$ cat config.mk
export PLATFORM = sky130hd
export DESIGN_NAME = move_backtracker
export DESIGN_NICKNAME = d
export VERILOG_FILES = /design/src/rtl/move_backtracker.sv
export SDC_FILE = /design/constraint.sdc
export NUM_CORES = 1
export LEC_CHECK = 0
export CORE_MARGIN = 2
export CORE_UTILIZATION = 40
export CTS_CLUSTER_DIAMETER = 100
export DETAILED_ROUTE_END_ITERATION = 8
export DONT_BUFFER_PORTS = 1
export PLACE_DENSITY = 0.52
export SLEW_MARGIN = 30
export SYNTH_ARGS = -nofsm -noshare
export SYNTH_HDL_FRONTEND = slang
export SYNTH_SLANG_ARGS = --single-unit
$ cat constraint.sdc
create_clock -name clk -period 9 [get_ports clk]
set_input_delay 0.9 -clock clk [delete_from_list [all_inputs] [get_ports clk]]
set_output_delay 0.9 -clock clk [all_outputs]
set_load 0.005 [all_outputs]
$ cat src/rtl/move_backtracker.sv
`default_nettype none
// ============================================================================
//  Module   : move_backtracker
//  Purpose  : Maze-walker position tracker with a LIFO move history. Forward
//             moves (+/-STEP on x or y) are applied and recorded; undo pops
//             one move and applies its inverse, and rewind pops every
//             recorded move automatically, one per cycle.
//  Ports    : clk, rst           - clock, synchronous active-high reset
//             init, x0, y0       - load start position, clear history
//             push, dir          - apply and record move dir
//                                  (dir[1]: 0=x 1=y, dir[0]: 0=-STEP 1=+STEP)
//             undo, rewind       - pop one move / start full rewind
//             x, y, sign         - position, bit SIZE of last add/sub result
//             count, empty, full - history occupancy
//             busy, done, ovf    - rewind active, rewind-end pulse,
//                                  dropped-push pulse
//  Revision : 1.0  initial release
// ============================================================================
module move_backtracker #(
    parameter int SIZE  = 5,
    parameter int STEP  = 5,
    parameter int DEPTH = 16
) (
    input  logic                     clk,
    input  logic                     rst,
    input  logic                     init,
    input  logic [SIZE-1:0]          x0,
    input  logic [SIZE-1:0]          y0,
    input  logic                     push,
    input  logic [1:0]               dir,
    input  logic                     undo,
    input  logic                     rewind,
    output logic [SIZE-1:0]          x,
    output logic [SIZE-1:0]          y,
    output logic                     sign,
    output logic [$clog2(DEPTH):0]   count,
    output logic                     empty,
    output logic                     full,
    output logic                     busy,
    output logic                     done,
    output logic                     ovf
);

    localparam int                c_AW   = $clog2(DEPTH);
    localparam logic [SIZE:0]     c_STEP = (SIZE+1)'(STEP);
    localparam logic [c_AW:0]     c_FULL = (c_AW+1)'(DEPTH);

    typedef enum logic [1:0] {
        S_IDLE   = 2'd0,
        S_REWIND = 2'd1,
        S_DONE   = 2'd2
    } state_t;

    state_t            r_state_q, w_state_d;
    logic [SIZE-1:0]   r_x_q, w_x_d;
    logic [SIZE-1:0]   r_y_q, w_y_d;
    logic              r_sign_q, w_sign_d;
    logic [c_AW:0]     r_count_q, w_count_d;
    logic              r_empty_q, w_empty_d;
    logic              r_full_q, w_full_d;
    logic              r_busy_q, w_busy_d;
    logic              r_done_q, w_done_d;
    logic              r_ovf_q, w_ovf_d;

    // History storage; contents are never reset, only count qualifies them.
    logic [1:0]        r_stack_q [DEPTH];

    logic              w_load;
    logic              w_push_en;
    logic              w_pop_en;
    logic [c_AW-1:0]   w_top_idx;
    logic [1:0]        w_top;
    logic [1:0]        w_move_dir;
    logic [SIZE-1:0]   w_src;
    logic [SIZE:0]     w_res;

    assign w_top_idx = c_AW'(r_count_q - 1'b1);
    assign w_top     = r_stack_q[w_top_idx];

    // ------------------------------------------------------------------
    // Control: decide which single action happens this cycle.
    // ------------------------------------------------------------------
    always_comb begin
        w_state_d = r_state_q;
        w_load    = 1'b0;
        w_push_en = 1'b0;
        w_pop_en  = 1'b0;
        w_ovf_d   = 1'b0;
        case (r_state_q)
            S_IDLE: begin
                if (init) begin
                    w_load = 1'b1;
                end else if (rewind) begin
                    w_state_d = S_REWIND;
                end else if (undo) begin
                    w_pop_en = !r_empty_q;
                end else if (push) begin
                    if (r_full_q) begin
                        w_ovf_d = 1'b1;
                    end else begin
                        w_push_en = 1'b1;
                    end
                end
            end
            S_REWIND: begin
                if (init) begin
                    w_load    = 1'b1;
                    w_state_d = S_IDLE;
                end else if (!r_empty_q) begin
                    w_pop_en = 1'b1;
                end else begin
                    w_state_d = S_DONE;
                end
            end
            S_DONE:  w_state_d = S_IDLE;
            default: w_state_d = S_IDLE;
        endcase
    end

    // A pop applies the inverse of the stored move: same axis, flipped op.
    assign w_move_dir = w_pop_en ? {w_top[1], ~w_top[0]} : dir;
    assign w_src      = w_move_dir[1] ? r_y_q : r_x_q;
    // Zero-extended SIZE+1 bit add/sub; the low SIZE bits wrap modulo
    // 2^SIZE, so an inverse move always restores the exact coordinate.
    assign w_res      = w_move_dir[0] ? ({1'b0, w_src} + c_STEP)
                                      : ({1'b0, w_src} - c_STEP);

    // ------------------------------------------------------------------
    // Datapath next values.
    // ------------------------------------------------------------------
    always_comb begin
        w_x_d     = r_x_q;
        w_y_d     = r_y_q;
        w_sign_d  = r_sign_q;
        w_count_d = r_count_q;
        if (w_load) begin
            w_x_d     = x0;
            w_y_d     = y0;
            w_sign_d  = 1'b0;
            w_count_d = '0;
        end else if (w_push_en || w_pop_en) begin
            if (w_move_dir[1]) begin
                w_y_d = w_res[SIZE-1:0];
            end else begin
                w_x_d = w_res[SIZE-1:0];
            end
            w_sign_d  = w_res[SIZE];
            w_count_d = w_push_en ? r_count_q + 1'b1 : r_count_q - 1'b1;
        end
        w_empty_d = (w_count_d == '0);
        w_full_d  = (w_count_d == c_FULL);
        w_busy_d  = (w_state_d == S_REWIND);
        w_done_d  = (w_state_d == S_DONE);
    end

    always_ff @(posedge clk) begin
        if (rst) begin
            r_state_q <= S_IDLE;
            r_x_q     <= '0;
            r_y_q     <= '0;
            r_sign_q  <= 1'b0;
            r_count_q <= '0;
            r_empty_q <= 1'b1;
            r_full_q  <= 1'b0;
            r_busy_q  <= 1'b0;
            r_done_q  <= 1'b0;
            r_ovf_q   <= 1'b0;
        end else begin
            r_state_q <= w_state_d;
            r_x_q     <= w_x_d;
            r_y_q     <= w_y_d;
            r_sign_q  <= w_sign_d;
            r_count_q <= w_count_d;
            r_empty_q <= w_empty_d;
            r_full_q  <= w_full_d;
            r_busy_q  <= w_busy_d;
            r_done_q  <= w_done_d;
            r_ovf_q   <= w_ovf_d;
        end
    end

    always_ff @(posedge clk) begin
        if (w_push_en) begin
            r_stack_q[r_count_q[c_AW-1:0]] <= dir;
        end
    end

    assign x     = r_x_q;
    assign y     = r_y_q;
    assign sign  = r_sign_q;
    assign count = r_count_q;
    assign empty = r_empty_q;
    assign full  = r_full_q;
    assign busy  = r_busy_q;
    assign done  = r_done_q;
    assign ovf   = r_ovf_q;

endmodule
`default_nettype wire

==> results_dict.tcl <==
set metrics [dict create \
    status "finished clean" \
    synth-xor-area-share_pct 2.68 \
    end_kind "register" \
    worstPathRequired_ps 9240 \
    startpoint_type "register" \
    synth_warnings 0 \
    ys_seq_area_share_pct 48.4 \
    start_util_pct 41.0 \
    switching_share_pct 23.6 \
    cts_root_buf "clkbuf_8" \
    io_buffers 0 \
    wl_met2_mm 3.24 \
    cp_data_arrival_time_ps 4660 \
    wl_mm 6.71 \
    design_area_um2 3090 \
    synth-async-reset-ratio_pct 0 \
    crit_type "register to register" \
    viasPerCell 5.75 \
    holdBufCountCts 0 \
    cpMostUsedCell "ha_1" \
    p_total_w 0.000490 \
    tightest_slew_ps 782 \
    grt_pass1_vias 2051 \
    synthAdderAreaFrac_pct 3.41 \
    power_density_nw_per_um2 159 \
    num_antenna_cells 0 \
    met3WireLength_um 285 \
    seqCellArea_um2 1420 \
    gp_congestion 0.881 \
    grt_antenna_before_repair 0 \
    ant_nets 0 \
    syn_inst 272 \
    numCtsBuffers 5 \
    synth.mux.area_fraction_pct 10.2 \
    critical_path.cell_chain "inv_1, ha_1, mux4_1, mux2i_1, o2bb2ai_1, nor2_1, mux2_2, ha_1, a31oi_1, a2bb2oi_2, or3b_2, a41oi_1" \
    core_um2 7180 \
    synth_edf_count 32 \
    multiInputGateArea_um2 1380 \
    yosys_most_used_dff "edfxtp_1" \
    clk_latency_ps 310 \
    die_area_um2 8050 \
    finalHoldViolCount 0 \
    vdd_ir_drop_max_uv 75.1 \
    synth.distinct_cells 51 \
    hold_slack_ps 490 \
    fin_crit_sh_pct 49.1 \
    routed.top_layer "met4" \
    cts.repair.resized 0 \
    ios 39 \
    grt_pass1_wl_mm 11.2 \
    path_clk_slew_ps 100 \
    num_rows 31 \
    overflow 0 \
    wl_met1_mm 3.11 \
    finalNonFillerCells 363 \
    dpl.cell_count 355 \
    p_leak_nw 1.03 \
    die_width_um 89.7 \
    max_freq_ghz 0.226 \
    clock_sinks 55 \
    final_common_cell "edfxtp_1" \
    placed_area_um2 2970 \
    min_path_type "register to register" \
    pwr-share-comb_pct 9.4 \
    p_switching_w 0.000116 \
    initialDrtViolationCount 112 \
    area_growth_syn_to_layout_pct 4.98 \
    cts_tree "yes" \
    drc 0 \
    die_h_um 89.7 \
    ys_ff_latch 55 \
    first_pass_iters 4 \
    p_int_w 0.000374 \
    finClkSkew_ps 8.95 \
    rsz0062_at_grt "no" \
    synth_top_family_by_area "simple AND/OR/NAND/NOR gates" \
    synth_area_um2 2940 \
    cts_max_level 2 \
    fillCellCount 701 \
    crit_fanout 20 \
    dp_hpwl_mm 4.84 \
    detail_route.wl_per_cell_um 18.5 \
    drv_cap 0 \
    drive_above_1_share_pct 12.1 \
    grt_max_degree 21 \
    fin_nets 289 \
    slowest_delay_ps 660 \
    pwr-share-seq_pct 56.4 \
    clk_path_buf_depth 2 \
    setup_viol 0 \
    relSlewSlack_pct 47.5 \
    tns_ps 0 \
    track_usage_pct 17.3 \
    synth-simple-area-share_pct 16.7 \
    drv_slew 0 \
    avgSynthCellArea_um2 10.8 \
    vias 2088 \
    slowest_stage "dfxtp_2" \
    cts_setup_buffers 0 \
    synth_fp_nets 298 \
    synth_compound_gate_area_share_pct 13.7 \
    final_cell_mix "edfxtp_1 (32), nor2_1 (30), dfxtp_1 (22)" \
    pwr-share-clk_pct 34.2 \
    min_period_ps 4420 \
]
final timing paths:
kind / start / endpoint / slack (ps) / depth (start not counted)
setup / recovery: count[0] / x[3] / 4580 / 12
hold / removal: full / ovf / 490 / 2
setup reg to reg: count[0] / x[3] / 4580 / 12
hold reg to reg: full / ovf / 490 / 2
metal layers:
layer / GRT usage [%] / up-vias
met1: 23.8 / 1044
met5: 0 / -
met3: 4.44 / 5
li1: - / 997
met2: 27.5 / 42
met4: 4.49 / 0
kinds of logic after synthesis:
| group | after synthesis |
|---|---|
| adder cells (fa/ha/maj) | 8 |
| flip-flops | 55 |
| XOR/XNOR | 9 |
| AO/OA/AOI/OAI | 53 |
| AND/OR/NAND/NOR | 101 |
| multiplexers | 18 |
| buffers and inverters | 28 |
metrics by stage:
stage                     util, %  setup WS [ps]
after detailed placement     41.3           4240
after global placement       41.3           4460
final                        43.0           4580
after floorplan                 -           5180
after CTS                    42.9           4220
after global routing         43.0           4180
layout make-up:
type	instances	share of cell area, %
repair buffers	1	0.243
well taps	99	4.01
inverters	11	1.34
clock buffers	5	2.23
multi-input cells	189	44.6
clock inverters	3	1.50
flip-flops and latches	55	46.1
sequential cells by signal, summed over array words and instances (netlist names):
signal     count
busy           1
count          5
done           1
empty          1
full           1
ovf            1
r_stack_q     32
r_state_q      2
sign           1
x              5
y              5
power by group through the flow:
stage	Combinational, W	Clock, W	Sequential (W)
floorplan	0.0000407	0	0.000279
global placement	0.0000455	0	0.000282
detailed placement	0.0000456	0	0.000282
CTS	0.0000458	0.000175	0.000276
global route	0.0000514	0.000184	0.000277
finish	0.0000459	0.000167	0.000276
synth_stat cells, types with 2 or more instances:
master,number,area share (%)
edfxtp_1,32,33
nor2_1,30,3.8
dfxtp_1,23,16
nand2_1,21,2.7
nor3_1,12,2.0
inv_1,11,1.4
clkbuf_1,10,1.3
ha_1,8,3.4
mux4_2,8,6.1
nand3_1,8,1.4
nor4_1,8,1.7
o21ai_0,7,1.2
a21oi_1,6,1.0
a31oi_1,6,1.3
mux2i_1,6,2.0
xnor2_1,6,1.8
buf_6,5,1.9
a211oi_1,4,1.0
nand2b_1,4,0.85
nor2b_1,4,0.85
mux2_2,3,1.1
o211ai_1,3,0.77
o21a_1,3,0.77
or2_2,3,0.64
or4_1,3,0.77
xor2_1,3,0.89
a21boi_0,2,0.51
a2bb2oi_2,2,1.0
a41oi_1,2,0.60
and2_1,2,0.43
and3_1,2,0.43
buf_2,2,0.34
o2111ai_1,2,0.60
o21ai_1,2,0.34
o221ai_1,2,0.60
o31ai_1,2,0.51
critical path, delay by kind of cell (launching register included):
family	cells	cell delay (ps)
DFF	1	660
muxes	3	1000
and+or+nand+nor	2	740
adders and majority gates	2	1010
AOI/OAI and AO/OA	4	750
buffers and inverters	1	200
No activity file was read; power rests on OpenSTA's default activity.
